File: config.mk
export PLATFORM = sky130hd
export DESIGN_NAME = raw_comb_nstream
export DESIGN_NICKNAME = d
export VERILOG_FILES = /design/src/rtl/raw_comb_pkg.sv /design/src/rtl/raw_comb_sync_fwft_fifo.sv /design/src/rtl/raw_comb_nstream.sv
export SDC_FILE = /design/constraint.sdc
export NUM_CORES = 2
export LEC_CHECK = 0
export ABC_AREA = 0
export BUFFER_PORTS_ARGS = -buffer_cell sky130_fd_sc_hd__clkbuf_2
export CAP_MARGIN = 20
export CORE_UTILIZATION = 62
export DETAILED_ROUTE_END_ITERATION = 10
export GPL_TIMING_DRIVEN = 0
export PLACE_DENSITY = 0.79
export SLEW_MARGIN = 10
export SYNTH_ARGS = -nofsm -noshare
export SYNTH_HDL_FRONTEND = slang
export SYNTH_SLANG_ARGS = --single-unit
File: constraint.sdc
create_clock -name bus_clk -period 5.33 [get_ports bus_clk]
set_input_delay 0.533 -clock bus_clk [delete_from_list [all_inputs] [get_ports bus_clk]]
set_output_delay 0.533 -clock bus_clk [all_outputs]
set_load 0.02 [all_outputs]
File: src/rtl/raw_comb_pkg.sv
// Shared definitions for the raw stream combiner.
//   BUNDLE_W   : width of one SPI bundle word
//   CH_LSB/MSB : position of the channel-ID field inside a bundle word
//   CHIP_CH_W  : bits of the per-chip channel index (32 channels per RHD2132)
//   lane_slice : extracts the channel-ID field from a bundle word
package raw_comb_pkg;

  localparam int BUNDLE_W  = 32;
  localparam int CH_LSB    = 17;
  localparam int CH_MSB    = 28;
  localparam int CH_FLD_W  = CH_MSB - CH_LSB + 1;
  localparam int CHIP_CH_W = 5;

  function automatic logic [CH_FLD_W-1:0] lane_slice(input logic [BUNDLE_W-1:0] bundle);
    return bundle[CH_MSB:CH_LSB];
  endfunction

endpackage

File: src/rtl/raw_comb_sync_fwft_fifo.sv
// Single-clock first-word-fall-through FIFO.
//   clk   : clock
//   flush : synchronous clear of pointers and occupancy (also used as reset)
//   push  : write din; accepted when not full, or when full and popping
//   pop   : consume dout; ignored when empty
//   din   : write data
//   dout  : head word, valid whenever empty=0
//   full  : occupancy == DEPTH
//   empty : occupancy == 0
module sync_fwft_fifo #(
  parameter int DEPTH = 16,
  parameter int WIDTH = 32
) (
  input  logic             clk,
  input  logic             flush,
  input  logic             push,
  input  logic             pop,
  input  logic [WIDTH-1:0] din,
  output logic [WIDTH-1:0] dout,
  output logic             full,
  output logic             empty
);

  localparam int AW = $clog2(DEPTH);

  logic [WIDTH-1:0] mem [DEPTH];
  logic [AW-1:0]    wr_ptr;
  logic [AW-1:0]    rd_ptr;
  logic [AW:0]      count;
  logic             pop_ok;
  logic             push_ok;

  assign empty   = (count == '0);
  assign full    = (count == (AW+1)'(DEPTH));
  assign pop_ok  = pop & ~empty;
  // A full FIFO still takes a write when the head leaves in the same cycle.
  assign push_ok = push & (~full | pop_ok);
  assign dout    = mem[rd_ptr];

  always_ff @(posedge clk) begin
    if (flush) begin
      wr_ptr <= '0;
      rd_ptr <= '0;
      count  <= '0;
    end else begin
      if (push_ok) wr_ptr <= wr_ptr + AW'(1);
      if (pop_ok)  rd_ptr <= rd_ptr + AW'(1);
      case ({push_ok, pop_ok})
        2'b10:   count <= count + (AW+1)'(1);
        2'b01:   count <= count - (AW+1)'(1);
        default: count <= count;
      endcase
    end
  end

  always_ff @(posedge clk) begin
    if (push_ok) mem[wr_ptr] <= din;
  end

endmodule

File: src/rtl/raw_comb_nstream.sv
// Combines one-hot-tagged SPI bundle words from NUM_STREAMS Intan streams
// into one wide beat per sample slot.
//   bus_clk     : sole clock
//   reset       : synchronous, active-high
//   stream_en   : per-lane enable; a disabled lane is flushed and outputs zero
//   clr_status  : pulse clearing overflow, misalign and beat_cnt
//   in_streamno : one-hot (or multi-hot broadcast) write strobe per stream
//   in_bundle   : SPI bundle word (data in [DATA_W-1:0], channel in [28:17])
//   out_ready   : downstream ready
//   out_valid   : combined beat valid
//   out_data    : lane k at [k*DATA_W +: DATA_W]
//   out_ch      : lane k at [k*CH_W +: CH_W]
//   overflow    : sticky per-stream write-dropped flag
//   misalign    : sticky chip-channel disagreement flag
//   beat_cnt    : beats accepted downstream (wraps)
module raw_comb_nstream
  import raw_comb_pkg::*;
#(
  parameter int NUM_STREAMS = 5,
  parameter int FIFO_DEPTH  = 16,
  parameter int DATA_W      = 16,
  parameter int CH_W        = 12
) (
  input  logic                          bus_clk,
  input  logic                          reset,
  input  logic [NUM_STREAMS-1:0]        stream_en,
  input  logic                          clr_status,
  input  logic [NUM_STREAMS-1:0]        in_streamno,
  input  logic [BUNDLE_W-1:0]           in_bundle,
  input  logic                          out_ready,
  output logic                          out_valid,
  output logic [NUM_STREAMS*DATA_W-1:0] out_data,
  output logic [NUM_STREAMS*CH_W-1:0]   out_ch,
  output logic [NUM_STREAMS-1:0]        overflow,
  output logic                          misalign,
  output logic [31:0]                   beat_cnt
);

  logic [NUM_STREAMS-1:0] wr_req;
  logic [NUM_STREAMS-1:0] pop;
  logic [NUM_STREAMS-1:0] full;
  logic [NUM_STREAMS-1:0] empty;
  logic [NUM_STREAMS-1:0] ovf_evt;
  logic [BUNDLE_W-1:0]    dout [NUM_STREAMS];
  logic [CH_FLD_W-1:0]    lane_ch_p0 [NUM_STREAMS];

  logic                          fire_p0;
  logic                          mis_p0;
  logic                          accept;
  logic [NUM_STREAMS*DATA_W-1:0] data_p0;
  logic [NUM_STREAMS*CH_W-1:0]   ch_p0;

  assign wr_req  = in_streamno & stream_en;
  assign pop     = fire_p0 ? stream_en : '0;
  assign ovf_evt = wr_req & full & ~pop;
  assign accept  = out_valid & out_ready;

  for (genvar k = 0; k < NUM_STREAMS; k++) begin : g_lane
    logic unused_lane;

    // Disabled lanes are held flushed so stale words never reappear on re-enable.
    sync_fwft_fifo #(
      .DEPTH (FIFO_DEPTH),
      .WIDTH (BUNDLE_W)
    ) u_fifo (
      .clk   (bus_clk),
      .flush (reset | ~stream_en[k]),
      .push  (wr_req[k]),
      .pop   (pop[k]),
      .din   (in_bundle),
      .dout  (dout[k]),
      .full  (full[k]),
      .empty (empty[k])
    );

    assign lane_ch_p0[k] = lane_slice(dout[k]);
    assign unused_lane   = ^dout[k];
  end

  // Stage p0: combine decision, lane muxing and alignment check on FIFO heads.
  always_comb begin
    logic                 ref_found;
    logic [CHIP_CH_W-1:0] ref_ch;
    logic                 all_ready;

    all_ready = &(~empty | ~stream_en);
    fire_p0   = (|stream_en) & all_ready & (~out_valid | out_ready);

    data_p0   = '0;
    ch_p0     = '0;
    ref_found = 1'b0;
    ref_ch    = '0;
    mis_p0    = 1'b0;
    for (int k = 0; k < NUM_STREAMS; k++) begin
      if (stream_en[k]) begin
        data_p0[k*DATA_W +: DATA_W] = dout[k][DATA_W-1:0];
        ch_p0[k*CH_W +: CH_W]       = CH_W'(lane_ch_p0[k]);
        // Lowest-indexed enabled lane is the reference chip channel.
        if (!ref_found) begin
          ref_found = 1'b1;
          ref_ch    = lane_ch_p0[k][CHIP_CH_W-1:0];
        end else if (lane_ch_p0[k][CHIP_CH_W-1:0] != ref_ch) begin
          mis_p0 = 1'b1;
        end
      end
    end
  end

  // Stage p1: output register, holds while out_valid and not out_ready.
  always_ff @(posedge bus_clk) begin
    if (reset) begin
      out_valid <= 1'b0;
      out_data  <= '0;
      out_ch    <= '0;
    end else if (fire_p0) begin
      out_valid <= 1'b1;
      out_data  <= data_p0;
      out_ch    <= ch_p0;
    end else if (out_ready) begin
      out_valid <= 1'b0;
    end
  end

  // Status: set/increment events take priority over clr_status.
  always_ff @(posedge bus_clk) begin
    if (reset) begin
      overflow <= '0;
      misalign <= 1'b0;
      beat_cnt <= '0;
    end else begin
      overflow <= (clr_status ? '0 : overflow) | ovf_evt;

      if (fire_p0 && mis_p0) misalign <= 1'b1;
      else if (clr_status)   misalign <= 1'b0;

      if (clr_status)  beat_cnt <= accept ? 32'd1 : 32'd0;
      else if (accept) beat_cnt <= beat_cnt + 32'd1;
    end
  end

endmodule
==> metrics.md <==
| Metric | Value |
|---|---|
| First-pass GRT wire length | 357400 um |
| Slowest CP cell | nor4_1 |
| Unique cell type count in the Yosys netlist | 54 |
| Largest net degree at the start of global routing | 81 |
| Top FF cell, synth | edfxtp_1 |
| Worst slew pin tran | approximately 1.3 ns |
| WP data required | 6.16 ns |
| Worst Hold End | overflow[3] |
| Status | complete, no violations |
| Routed Antenna Nets | 0 |
| Number of cells on the critical path | 15 |
| RePlAce Congestion | between 0.8 and 0.9 |
| Asr flop ratio synth | 0 |
| Total track usage | 0.3254 |
| DRC viols | 0 |
| Leak | 0.03449 uW |
| Buffers on Ports | 218 |
| R2r worst-path depth | 15 |
| Fillers | 8255 |
| Achievable Freq | 0.1949 GHz |
| Root buf cell | clkbuf_16 |
| Clk slew on worst S/H paths | 0.07 ns |
| Routed Wire Length | 249000 um |
| Post-Syn Area | 0.09505 mm^2 |
| CTS tree | built |
| RSZ-0062 raised after global routing | false |
| Pins over their slew limit | 0 |
| I/O pins | between 200 and 250 |
| Wire length per cell | 33.98 um |
| Post-DP HPWL | 153800 um |
| Slew HR | 0.1269 |
| RR Endpoint | g_lane[3].u_fifo.count[4] |
| Max stage delay on crit path | 1.10 ns |
| Worst VDD drop | between 0.2 and 0.3 mV |
| Post-synth EDFFs | 2240 |
| H-tree levels | 4 |
| CTS sink count | about 2.5k |
| Layout cells sized above 1 | 0.2879 |
| Net Sw Frac | 0.2092 |
| Syn nets | 4558 |
| Crit share post-route | 0.9628 |
| Chip height | around 390 um |
| Sequential share of the synthesized area | 0.7633 |
| Die width | 393.5 um |
| Crit path DAT | roughly 6.0 ns |
| Synthesized area per cell | 21.29 um^2 |
| Yosys reg bits | around 2.5k |
| Worst skew pair latency | 0.90 ns |
| YS warnings | 0 |
| Worst hold start | in_streamno[3] |
| Reg2Reg Setup Slack | approximately 0.20 ns |
| Vias in the first global route | 50.59k |
| CP Class | register to register |
| Crit path launch type | register |
| Final net count | 5178 |
| Die ar. | 0.1549 mm^2 |
| Initial antenna violation count | 12 |
| Via density | 6.764 |
| Psw | 8223 uW |
| Setup crit end kind | register |
| Pint | slightly above 30000 uW |
| Sequential Power Share | 0.547 |
| Crit-path cells | nor4_1, a32oi_1, o2111ai_1, nor2b_1, clkbuf_1, and2_1, clkbuf_1, clkbuf_1, ha_1, fa_1, a21o_1, a21oi_1, xor2_1, or3_1, a21oi_1 |
| Layout Utilization | 0.7226 |
| Total congestion overflow | 0 |
| Final hold vios | 0 |
| Drt first pass iters | 5 |
| Area growth from synthesis to layout | 15.63% |
| Final non-filler cell total | 7328 |
| Cell count after synthesis | 4464 |
| Worst r2r src | g_lane[1].u_fifo.count[0] |
| Power per cell area | 357.7 mW/mm^2 |
| Vias | slightly below 50k |
| Clk pwr share | 0.428 |
| CP Max Fanout | 10 |
| Worst hold stages | 3 |
| Max_cap viols | 0 |
| Cell mode on critical path | clkbuf_1 |
| Clock period minus worst slack | 5.132 ns |
| Logic pwr share | 0.026 |
| DRT iter0 DRCs | 7131 |
| Num CTS Buffers | about 230 |
| Buffers and inverters on the worst path | 3 |
| Placeable Area | roughly 0.15 mm^2 |
| Worst min path class | input port to register |
| Site row count | approximately 140 |
| Initial Util | 0.6250 |
| Placed cells | 6865 |
| Bufs on Longest Clock Path | 3 |
| Skew final | 0.05358 ns |
| Top Family by Delay on Critical Path | simple AND/OR/NAND/NOR gates |
| # setup viols final | 0 |
registers in the layout (all words and copies together), names as in the netlist, named ones only:
| name | flops |
|---|---|
| g_lane.u_fifo.mem | 2240 |
| out_data | 80 |
| out_ch | 60 |
| beat_cnt | 32 |
| g_lane.u_fifo.count | 25 |
| g_lane.u_fifo.rd_ptr | 20 |
| g_lane.u_fifo.wr_ptr | 20 |
| overflow | 5 |
| misalign | 1 |
| out_valid | 1 |
worst max path at each step:
stage | start | endpoint | slack (ns)
CTS | g_lane[1].u_fifo.count[0] | g_lane[4].u_fifo.count[4] | 0.37
finish | g_lane[1].u_fifo.count[0] | g_lane[3].u_fifo.count[4] | 0.20
detailed placement | stream_en[2] | g_lane[4].u_fifo.count[4] | -0.1
floorplan | stream_en[2] | g_lane[4].u_fifo.mem[3][0] | 0.71
global route | g_lane[0].u_fifo.count[0] | g_lane[3].u_fifo.count[4] | 0.14
global placement | stream_en[2] | g_lane[3].u_fifo.mem[3][4] | -2.33
synth_stat cells (8+ instances only):
library cell	instances	area share
edfxtp_1	2240	0.71
mux4_2	658	0.16
nor2_1	319	0.013
dfxtp_1	264	0.056
clkbuf_1	156	0.0062
a22oi_1	142	0.011
nand2_1	99	0.0039
mux2i_1	60	0.0063
xor2_1	58	0.0053
a21oi_1	47	0.0025
buf_2	45	0.0024
ha_1	43	0.0057
xnor2_1	39	0.0036
buf_1	35	0.0014
nor3_1	32	0.0017
nand3_1	30	0.0016
inv_1	25	0.00099
nand2b_1	19	0.0013
nand4_1	17	0.0011
nor2b_1	12	0.00079
a21o_1	11	0.00087
mux4_1	9	0.0025
a211oi_1	8	0.00063
mux2_2	8	0.00095
o21ai_1	8	0.00042
power by group through the flow:
stage	clock network (uW)	logic [uW]	registers, uW
floorplan	0	353	21900
detailed placement	0	962	21900
global route	17600	1040	21500
global placement	0	840	21900
finish	16800	1000	21500
CTS	16900	985	21500
worst reg2reg max path, cell delays in order (launching register included):
cell and delay, ns:
dfxtp_1 0.37, nor4_1 1.10, a32oi_1 0.26, o2111ai_1 0.22
nor2b_1 0.08, clkbuf_1 0.33, and2_1 0.28, clkbuf_1 0.17
clkbuf_1 0.44, ha_1 0.46, fa_1 0.45, a21o_1 0.19
a21oi_1 0.18, xor2_1 0.09, or3_1 0.31, a21oi_1 0.13
routing by layer:
metal  up-vias  track usage  wire length (um)
li1      19651            -                 -
met1     25799       0.4389             86940
met2      3521       0.5233            122500
met3       584      0.07965             29440
met4        10       0.1193              9910
met5         -            0               205
repair_timing:
action	CTS	global route
endpoints found under the hold margin	8	0
hold buffers	6	0
setup endpoints to repair	0	1
resized for setup	0	2
setup buffers	0	0
through the flow:
step	hold slack [ns]	cell area [um^2]	TNS [ns]	total power (uW)	worst slack, ns
2_1_floorplan	0.4614	95050	0	22270	0.7135
3_3_place_gp	0.4389	98680	-2125.63	22770	-2.326
3_5_place_dp	0.4454	102000	-0.09977	22860	-0.09977
4_1_cts	0.04321	109800	0	39350	0.3733
5_1_grt	0.1167	109900	0	40130	0.1391
6_report	0.1247	109900	0	39310	0.1983
placed cells by master, fill, tap and decap left out, types with 49 or more instances in the layout:
cell type     n
buf_16       49
nand2_1      99
mux4_2      658
nor2_1      259
clkbuf_16   232
mux2i_1      60
a22oi_1     142
edfxtp_1   2240
dfxtp_1     264
xor2_1       58
buf_4        54
clkbuf_2    194
clkbuf_1    210
nor2_4       60
cell type report:
| class | count | area (um^2) | share of cell area |
|---|---|---|---|
| clock buffer | 303 | 6212 | 0.05652 |
| inverter | 25 | 93.84 | 0.0008539 |
| sequential | 2504 | 72550 | 0.6601 |
| antenna | 8 | 20.02 | 0.0001822 |
| timing repair buffer | 386 | 3993 | 0.03633 |
| multi-input combinational | 1690 | 21930 | 0.1995 |
| clock inverter | 137 | 1534 | 0.01396 |
| buffer | 245 | 1032 | 0.009392 |
| tap | 2030 | 2540 | 0.02311 |
cells by family after synthesis:
group,synth area share
AO/OA/AOI/OAI,0.01789
adder cells (fa/ha/maj),0.006714
flip-flops,0.7633
multiplexers,0.1657
AND/OR/NAND/NOR,0.02552
buffers and inverters,0.01181
XOR/XNOR,0.009109
Power figures use the tool's default switching activity.
